## config.mk

```make
export PLATFORM = sky130hd
export DESIGN_NAME = sweep_ctrl
export DESIGN_NICKNAME = d
export VERILOG_FILES = /design/src/rtl/sweep_ctrl_pkg.sv /design/src/rtl/sweep_pulse_qual.sv /design/src/rtl/sweep_ctrl.sv
export SDC_FILE = /design/constraint.sdc
export NUM_CORES = 1
export LEC_CHECK = 0
export ABC_AREA = 1
export CORE_MARGIN = 8
export CORE_UTILIZATION = 35
export CTS_CLUSTER_DIAMETER = 30
export DETAILED_ROUTE_END_ITERATION = 10
export HOLD_SLACK_MARGIN = 0.03
export PLACE_DENSITY_LB_ADDON = 0.1
export SLEW_MARGIN = 20
export SYNTH_ARGS = -nofsm -noshare
export SYNTH_HDL_FRONTEND = slang
export SYNTH_SLANG_ARGS = --single-unit
```

## constraint.sdc

```tcl
create_clock -name clk -period 4.6 [get_ports clk]
set_input_delay 0.92 -clock clk [delete_from_list [all_inputs] [get_ports clk]]
set_output_delay 0.92 -clock clk [all_outputs]
set_load 0.01 [all_outputs]
```

## src/rtl/sweep_ctrl_pkg.sv

```systemverilog
// Shared types for the sweep controller: FSM state encoding and a state-class helper.
package sweep_ctrl_pkg;

    typedef enum logic [1:0] {
        StIdle = 2'd0,
        StLoad = 2'd1,
        StRun  = 2'd2,
        StDone = 2'd3
    } state_e;

    // True in the states where the downstream counter is being driven.
    function automatic logic is_busy(input state_e s);
        return (s == StLoad) || (s == StRun);
    endfunction

endpackage

```

## src/rtl/sweep_pulse_qual.sv

```systemverilog
// Terminal-pulse qualifier: blanks the first RUN cycle and the cycle after each counted
// pulse, so a pulse held for two cycles is counted once.
module sweep_pulse_qual (
    input  logic clk,
    input  logic reset,
    input  logic i_run,
    input  logic i_abort,
    input  logic i_pulse,
    output logic o_counted
);

    logic r_blank;
    logic w_blank_d;

    // An abort outranks a same-cycle pulse, so such a pulse is never counted.
    assign o_counted = i_run & i_pulse & ~r_blank & ~i_abort;

    // Blanking is armed whenever we are outside RUN and for one cycle after a count.
    always_comb begin
        w_blank_d = ~i_run | o_counted;
    end

    // Blanking flag register.
    always_ff @(posedge clk) begin
        if (reset) begin
            r_blank <= 1'b1;
        end else begin
            r_blank <= w_blank_d;
        end
    end

endmodule

```

## src/rtl/sweep_ctrl.sv

```systemverilog
// Sweep sequence controller driving an up/down counter with optional preload.
// Ping-pong direction reversal is built only when SWEEP_CTRL_PINGPONG_EN is defined.
module sweep_ctrl
    import sweep_ctrl_pkg::*;
#(
    parameter int unsigned SIZE  = 8,
    parameter int unsigned CNT_W = 8
) (
    input  logic             clk,
    input  logic             reset,
    input  logic             start,
    input  logic             stop,
    input  logic             dir_in,
    input  logic             pingpong,
    input  logic [SIZE-1:0]  preload,
    input  logic [CNT_W-1:0] sweeps,
    input  logic             pulse,
    output logic             enable,
    output logic             up_down,
    output logic [SIZE-1:0]  load,
    output logic             busy,
    output logic             done,
    output logic [CNT_W-1:0] sweep_cnt
);

    state_e           r_state;
    state_e           w_state_d;
    logic             r_dir;
    logic [SIZE-1:0]  r_preload;
    logic [CNT_W-1:0] r_sweeps;
    logic [CNT_W-1:0] r_sweep_cnt;
    logic [CNT_W-1:0] w_cnt_inc;
    logic             w_run;
    logic             w_counted;
    logic             w_start_ok;

`ifdef SWEEP_CTRL_PINGPONG_EN
    logic             r_pingpong;
`else
    logic             w_unused_pingpong;
    assign w_unused_pingpong = pingpong;
`endif

    assign w_run      = (r_state == StRun);
    assign w_start_ok = (r_state == StIdle) && start;
    assign w_cnt_inc  = r_sweep_cnt + CNT_W'(1);

    sweep_pulse_qual u_qual (
        .clk       (clk),
        .reset     (reset),
        .i_run     (w_run),
        .i_abort   (stop),
        .i_pulse   (pulse),
        .o_counted (w_counted)
    );

    // State register.
    always_ff @(posedge clk) begin
        if (reset) begin
            r_state <= StIdle;
        end else begin
            r_state <= w_state_d;
        end
    end

    // Next-state logic.
    always_comb begin
        w_state_d = r_state;
        unique case (r_state)
            StIdle: begin
                if (start) begin
                    if (sweeps == '0) begin
                        w_state_d = StDone;
                    end else if (preload != '0) begin
                        w_state_d = StLoad;
                    end else begin
                        w_state_d = StRun;
                    end
                end
            end
            StLoad: w_state_d = stop ? StIdle : StRun;
            StRun: begin
                if (stop) begin
                    w_state_d = StIdle;
                end else if (w_counted && (w_cnt_inc == r_sweeps)) begin
                    w_state_d = StDone;
                end
            end
            StDone:  w_state_d = StIdle;
            default: w_state_d = StIdle;
        endcase
    end

    // Captured sequence parameters, pulse counter and direction.
    always_ff @(posedge clk) begin
        if (reset) begin
            r_dir       <= 1'b0;
            r_preload   <= '0;
            r_sweeps    <= '0;
            r_sweep_cnt <= '0;
`ifdef SWEEP_CTRL_PINGPONG_EN
            r_pingpong  <= 1'b0;
`endif
        end else begin
            if (w_start_ok) begin
                r_dir       <= dir_in;
                r_preload   <= preload;
                r_sweeps    <= sweeps;
                r_sweep_cnt <= '0;
`ifdef SWEEP_CTRL_PINGPONG_EN
                r_pingpong  <= pingpong;
`endif
            end
            // Saturate rather than wrap; a full-scale request ends before this matters.
            if (w_counted && (r_sweep_cnt != '1)) begin
                r_sweep_cnt <= w_cnt_inc;
            end
`ifdef SWEEP_CTRL_PINGPONG_EN
            if (w_counted && r_pingpong) begin
                r_dir <= ~r_dir;
            end
`endif
        end
    end

    // Moore output decode from registered state and captured values.
    always_comb begin
        enable  = 1'b0;
        up_down = 1'b0;
        load    = '0;
        busy    = is_busy(r_state);
        done    = 1'b0;
        unique case (r_state)
            StIdle: ;
            StLoad: begin
                enable  = 1'b1;
                up_down = r_dir;
                load    = r_preload;
            end
            StRun: begin
                enable  = 1'b1;
                up_down = r_dir;
            end
            StDone:  done = 1'b1;
            default: ;
        endcase
    end

    assign sweep_cnt = r_sweep_cnt;

endmodule

```

# After elaboration in Yosys (flattened, before gate mapping)
# Cells that the tools add are included.
[word_totals]
register_bits = 28
[op_classes]
n_addsub = 1
eq_ne = 7
n_mux = 13
n_bitwise = 7
reduce_logical = 10
[ops]
columns = ["cell", "count"]
rows = [
  ["$mux W8", 3],
  ["$mux W2", 6],
  ["$add A8 B1 Y8 const B", 1],
  ["$eq A8 B8 Y1", 1],
  ["$logic_not A8 Y1", 1],
  ["$ne A8 B8 Y1 const B", 1],
  ["$pmux W2 S4", 1],
  ["$reduce_bool A8 Y1", 1],
  ["$eq A2 B2 Y1 const B", 2],
  ["$and A1 B1 Y1", 3],
  ["$logic_and A1 B1 Y1", 3],
  ["$mux W1", 3],
  ["$ne A3 B3 Y1 const B", 1],
  ["$not A1 Y1", 3],
  ["$eq A2 B1 Y1 const B", 1],
  ["$logic_not A2 Y1", 1],
  ["$ne A2 B2 Y1 const B", 1],
  ["$reduce_and A2 Y1", 1],
  ["$reduce_bool A2 Y1", 1],
  ["$reduce_or A2 Y1", 1],
  ["$logic_or A1 B1 Y1", 1],
  ["$or A1 B1 Y1", 1],
]

# Longest topological paths before layout
[logic_depth]
ltp_word = 8
mapped_depth = 15

# By module
# A second synthesis with hierarchy kept.
[hier_totals]
cells_unflattened = 246
hier_area_um2 = 1570.3
[modules_own_cells]
columns = ["module", "instances", "cells_each", "area_each_um2"]
rows = [
  ["sweep_ctrl", 1, 237, 1520.2],
  ["sweep_pulse_qual", 1, 9, 50.0],
]

# Worst setup path after synthesis
# No wires, ideal clock.
[synth_timing]
path_type = "input to register"
start = "input port stop"
end = "register r_state[0]"
setup_ns = 0.113
arrival_time_ns = 1.815
required_time_ns = 4.487
slack_ns = 2.672
stages = 12
cell_sequence = "inv_1 > nand2_1 > nor2_1 > nand3_1 > nor2_1 > nand3_1 > nor2_1 > nand2_1 > nand2_1 > nand2_2 > nor2_1 > nor2_1"
[synth_via]
elab_chain_cells = 5
elab_cells_between_ends = 7
classes_between = "1 x eq/ne; 2 x mux; 2 x bitwise; 2 x reduce/logical"
[synth_rtl]
columns = ["item", "line_no", "text"]
rows = [
  ["from (decl)", "sweep_ctrl.sv:12", "input logic stop,"],
  ["$not A1 Y1", "sweep_pulse_qual.sv:16", "assign o_counted = i_run & i_pulse & ~r_blank & ~i_abort;"],
  ["$and A1 B1 Y1", "sweep_pulse_qual.sv:16", ""],
  ["$logic_and A1 B1 Y1", "sweep_ctrl.sv:85", "end else if (w_counted && (w_cnt_inc == r_sweeps)) begin"],
  ["$ne A3 B3 Y1 (no source line)", "--", ""],
  ["$reduce_and A2 Y1 (no source line)", "--", ""],
  ["to (signal assigned)", "sweep_ctrl.sv:60", "r_state <= StIdle;"],
  ["to (signal assigned)", "sweep_ctrl.sv:62", "r_state <= w_state_d;"],
  ["to (decl)", "sweep_ctrl.sv:26", "state_e r_state;"],
]
# Several ways; a longest one is shown, not always the timed one.
# A chain may end at the register's enable or synchronous reset.

# Final worst setup path
[layout_timing]
start = "register r_state[1]"
end = "output port load[2]"
[layout_via]
elab_chain_cells = 2
[layout_rtl]
columns = ["item", "line_no", "text"]
rows = [
  ["$eq A2 B1 Y1", "sweep_ctrl.sv:133", "unique case (r_state)"],
  ["$mux W8", "sweep_ctrl.sv:133", ""],
  ["to (decl)", "sweep_ctrl.sv:20", "output logic [SIZE-1:0] load,"],
]
# Every way passes these cells.

==> reports/results.ini <==
[detailed_routing]
drc=0
via_per_inst=4.50
wl_per_cell_um=11.6
drt_iter0_drc=52
drt-pass1-iter-count=4
postRouteAntennaNets=0
routed_wl_mm=3.79
vias=1471

[timing]
max_slew_margin_pct=67.5
fin_skew_ps=2.75
fin_crit_ps=2750
max_freq_mhz=363
finalHoldViolations=0
grt_setup_unrepaired=false
period_share_pct=59.8
tightest_slew_ps=487
maxSlewViolCount=0
tns_ps=0
setup_viol=0

[hold_path]
hold_class=register to register
hold_start=r_sweeps[5]
min_delay_path_depth=2
min_to=r_sweeps[5]

[setup_path]
cp.depth=5
path_max_fanout=9
crit_type=register to output pin
r2r_cells=14
start_kind=register
crit_required_ps=3680
cp_num_buf_inv=3
worst_setup_path_end_kind=output pin
crit_slowest_cell=clkdlybuf4s50_1
cp.arrival_ps=1830
worst-r2r-setup-slack_ps=2720
crit_family=buffers and inverters
cp_cell_sequence=inv_1, ha_1, nand2_1, inv_1, clkdlybuf4s50_1
r2r_start=r_state[0]
cp_slowest_stage_delay_ps=530
r2r_end=r_state[1]
cpMostUsedCell=inv_1

[clocking]
ctsHoldBuffers=0
cts_buffer_depth=2
cts_tree=done
clk_pin_slew_ps=100
cts_resized=0
insertion_delay_ps=280
cts-buffers-inserted=3
cts_root_buf=clkbuf_8
cts_max_level=1
post-cts-setup-buffers=0
cts.sinks=28

[floorplanning]
core-area_um2=4320
die_x_um=82.6
die_area_um2=6820
die_y_um=82.6
initial_core_util_pct=35.9
ioPinCount=43
row_count=24

[status]
run_status=finished clean

[finish]
fin_cells=327
fill_cells=479
final_nets=305
insertedDiodeCount=0
drive_gt1_share_pct=6.55
syn_to_final_growth_pct=33.0

[logic_synthesis]
synth-seq-cells=28
ys.warnings.count=0
synth_top_area_share_pct=36.1
yosys.area.top_type=dfxtp_1
syn_inst=237
synth_area_um2=1550
synth_ff_type=dfxtp_1
ys_seq_area_share_pct=36.1
avgSynthCellArea_um2=6.55
synthTopCellsByArea=dfxtp_1, nand2_1, nor2_1
synth_nets=266
synth_edf_count=0
yosysUniqueCellTypes=25
async_reset_ff_share_pct=0

[global_route]
grt_pass1_vias=1448
grt_pass1_wl_mm=6.48
antenna_found_initial=0
grt_max_degree=25
grt.overflow.total=0
grt.total_usage_pct=12.0

[power_and_ir_drop]
peakVddDrop_mv=0.355
p_leak_nw=0.901
power_density_nw_per_um2=413

[place]
numPortBuffers=41
gp_congestion=0.826
place_inst=323
dp_hpwl_mm=3.00

[flow_run]
maxCapViolCount=0

-- routing by layer --
| metal | vias up | wire length, um | track usage [%] |
|---|---|---|---|
| met5 | - | 0 | 0 |
| met4 | 0 | 25 | 3.10 |
| met3 | 2 | 306 | 4.55 |
| met2 | 33 | 1740 | 20.2 |
| met1 | 619 | 1720 | 14.0 |
| li1 | 817 | - | - |
-- worst max-delay path by stage --
stage          startpoint         end  slack, ps
2_1_floorplan        stop  r_state[0]       2670
4_1_cts        r_state[1]     load[2]       1810
3_3_place_gp         stop  r_state[0]       1930
6_report       r_state[1]     load[2]       1850
5_1_grt        r_state[1]     load[7]       1690
3_5_place_dp         stop  r_state[0]       1940
-- power by group --
group	leakage, nW	switching, mW	total, mW	internal (mW)
sequential	0.230	0.0258	0.319	0.293
clock	0.0357	0.0825	0.199	0.117
combinational	0.636	0.184	0.335	0.151
total	0.901	0.292	0.853	0.561
-- worst reg2reg max path: cells and delay by family, from the launching register on --
family / cells / cell delay, ps
buf+inv: 1 / 130
flops: 1 / 340
fa+ha+maj: 1 / 190
simple gates: 12 / 1160
-- cells by family after synthesis --
kind of cell    count (synthesis)  synth area share (%)
buf+inv                        42                  10.9
compound gates                 38                  13.9
fa+ha+maj                       6                  4.83
simple gates                  122                  33.7
xor+xnor                        1                 0.564
flops                          28                  36.1
-- Yosys cell counts, drive strengths merged (2+ instances only) --
| cell type | instances |
|---|---|
| a21oi | 14 |
| inv | 34 |
| clkbuf | 6 |
| nor2 | 38 |
| nor4 | 2 |
| ha | 6 |
| nand2 | 63 |
| dfxtp | 28 |
| buf | 2 |
| o21ai | 19 |
| nand3 | 18 |
-- stage by stage --
stage | util (%) | hold WS, ps | setup slack (ps) | cell area, um^2 | power (mW)
floorplan | - | 444 | 2670 | 1550 | 0.548
global placement | 46.1 | 461 | 1930 | 1990 | 0.666
detailed placement | 46.1 | 465 | 1940 | 1990 | 0.667
CTS | 47.8 | 480 | 1810 | 2070 | 0.867
global route | 47.8 | 519 | 1690 | 2070 | 0.926
finish | 47.8 | 476 | 1850 | 2070 | 0.853
-- cell type report --
| type | count | area (um^2) | area share, % |
|---|---|---|---|
| multi-input cells | 167 | 823 | 39.9 |
| flip-flops and latches | 28 | 561 | 27.1 |
| repair buffers | 42 | 418 | 20.2 |
| inverters | 34 | 128 | 6.18 |
| well taps | 52 | 65.1 | 3.15 |
| clock buffers | 3 | 41.3 | 2.00 |
| clock inverters | 1 | 30.0 | 1.45 |
-- layout by cell type, fill, tap and decap left out, drive strengths merged --
cell type | synthesis | layout
nand2 | 63 | 63
nor2 | 38 | 38
bufinv | 0 | 1
dfxtp | 28 | 28
xnor2 | 1 | 1
clkdlybuf4s50 | 0 | 41
a41oi | 1 | 1
nand4 | 1 | 1
a32oi | 1 | 1
clkbuf | 6 | 3
a21oi | 14 | 14
o21bai | 1 | 1
nor4 | 2 | 2
ha | 6 | 6
o211ai | 1 | 1
a211oi | 1 | 1
o21ai | 19 | 19
nand3 | 18 | 18
buf | 2 | 1
inv | 34 | 34
-- sequential cells by signal, indices dropped and copies added, names as in the netlist --
signal,cells
r_preload,8
sweep_cnt,8
r_dir,1
u_qual.r_blank,1
r_state,2
r_sweeps,8
Note: power is estimated with default switching activity, not from simulation.
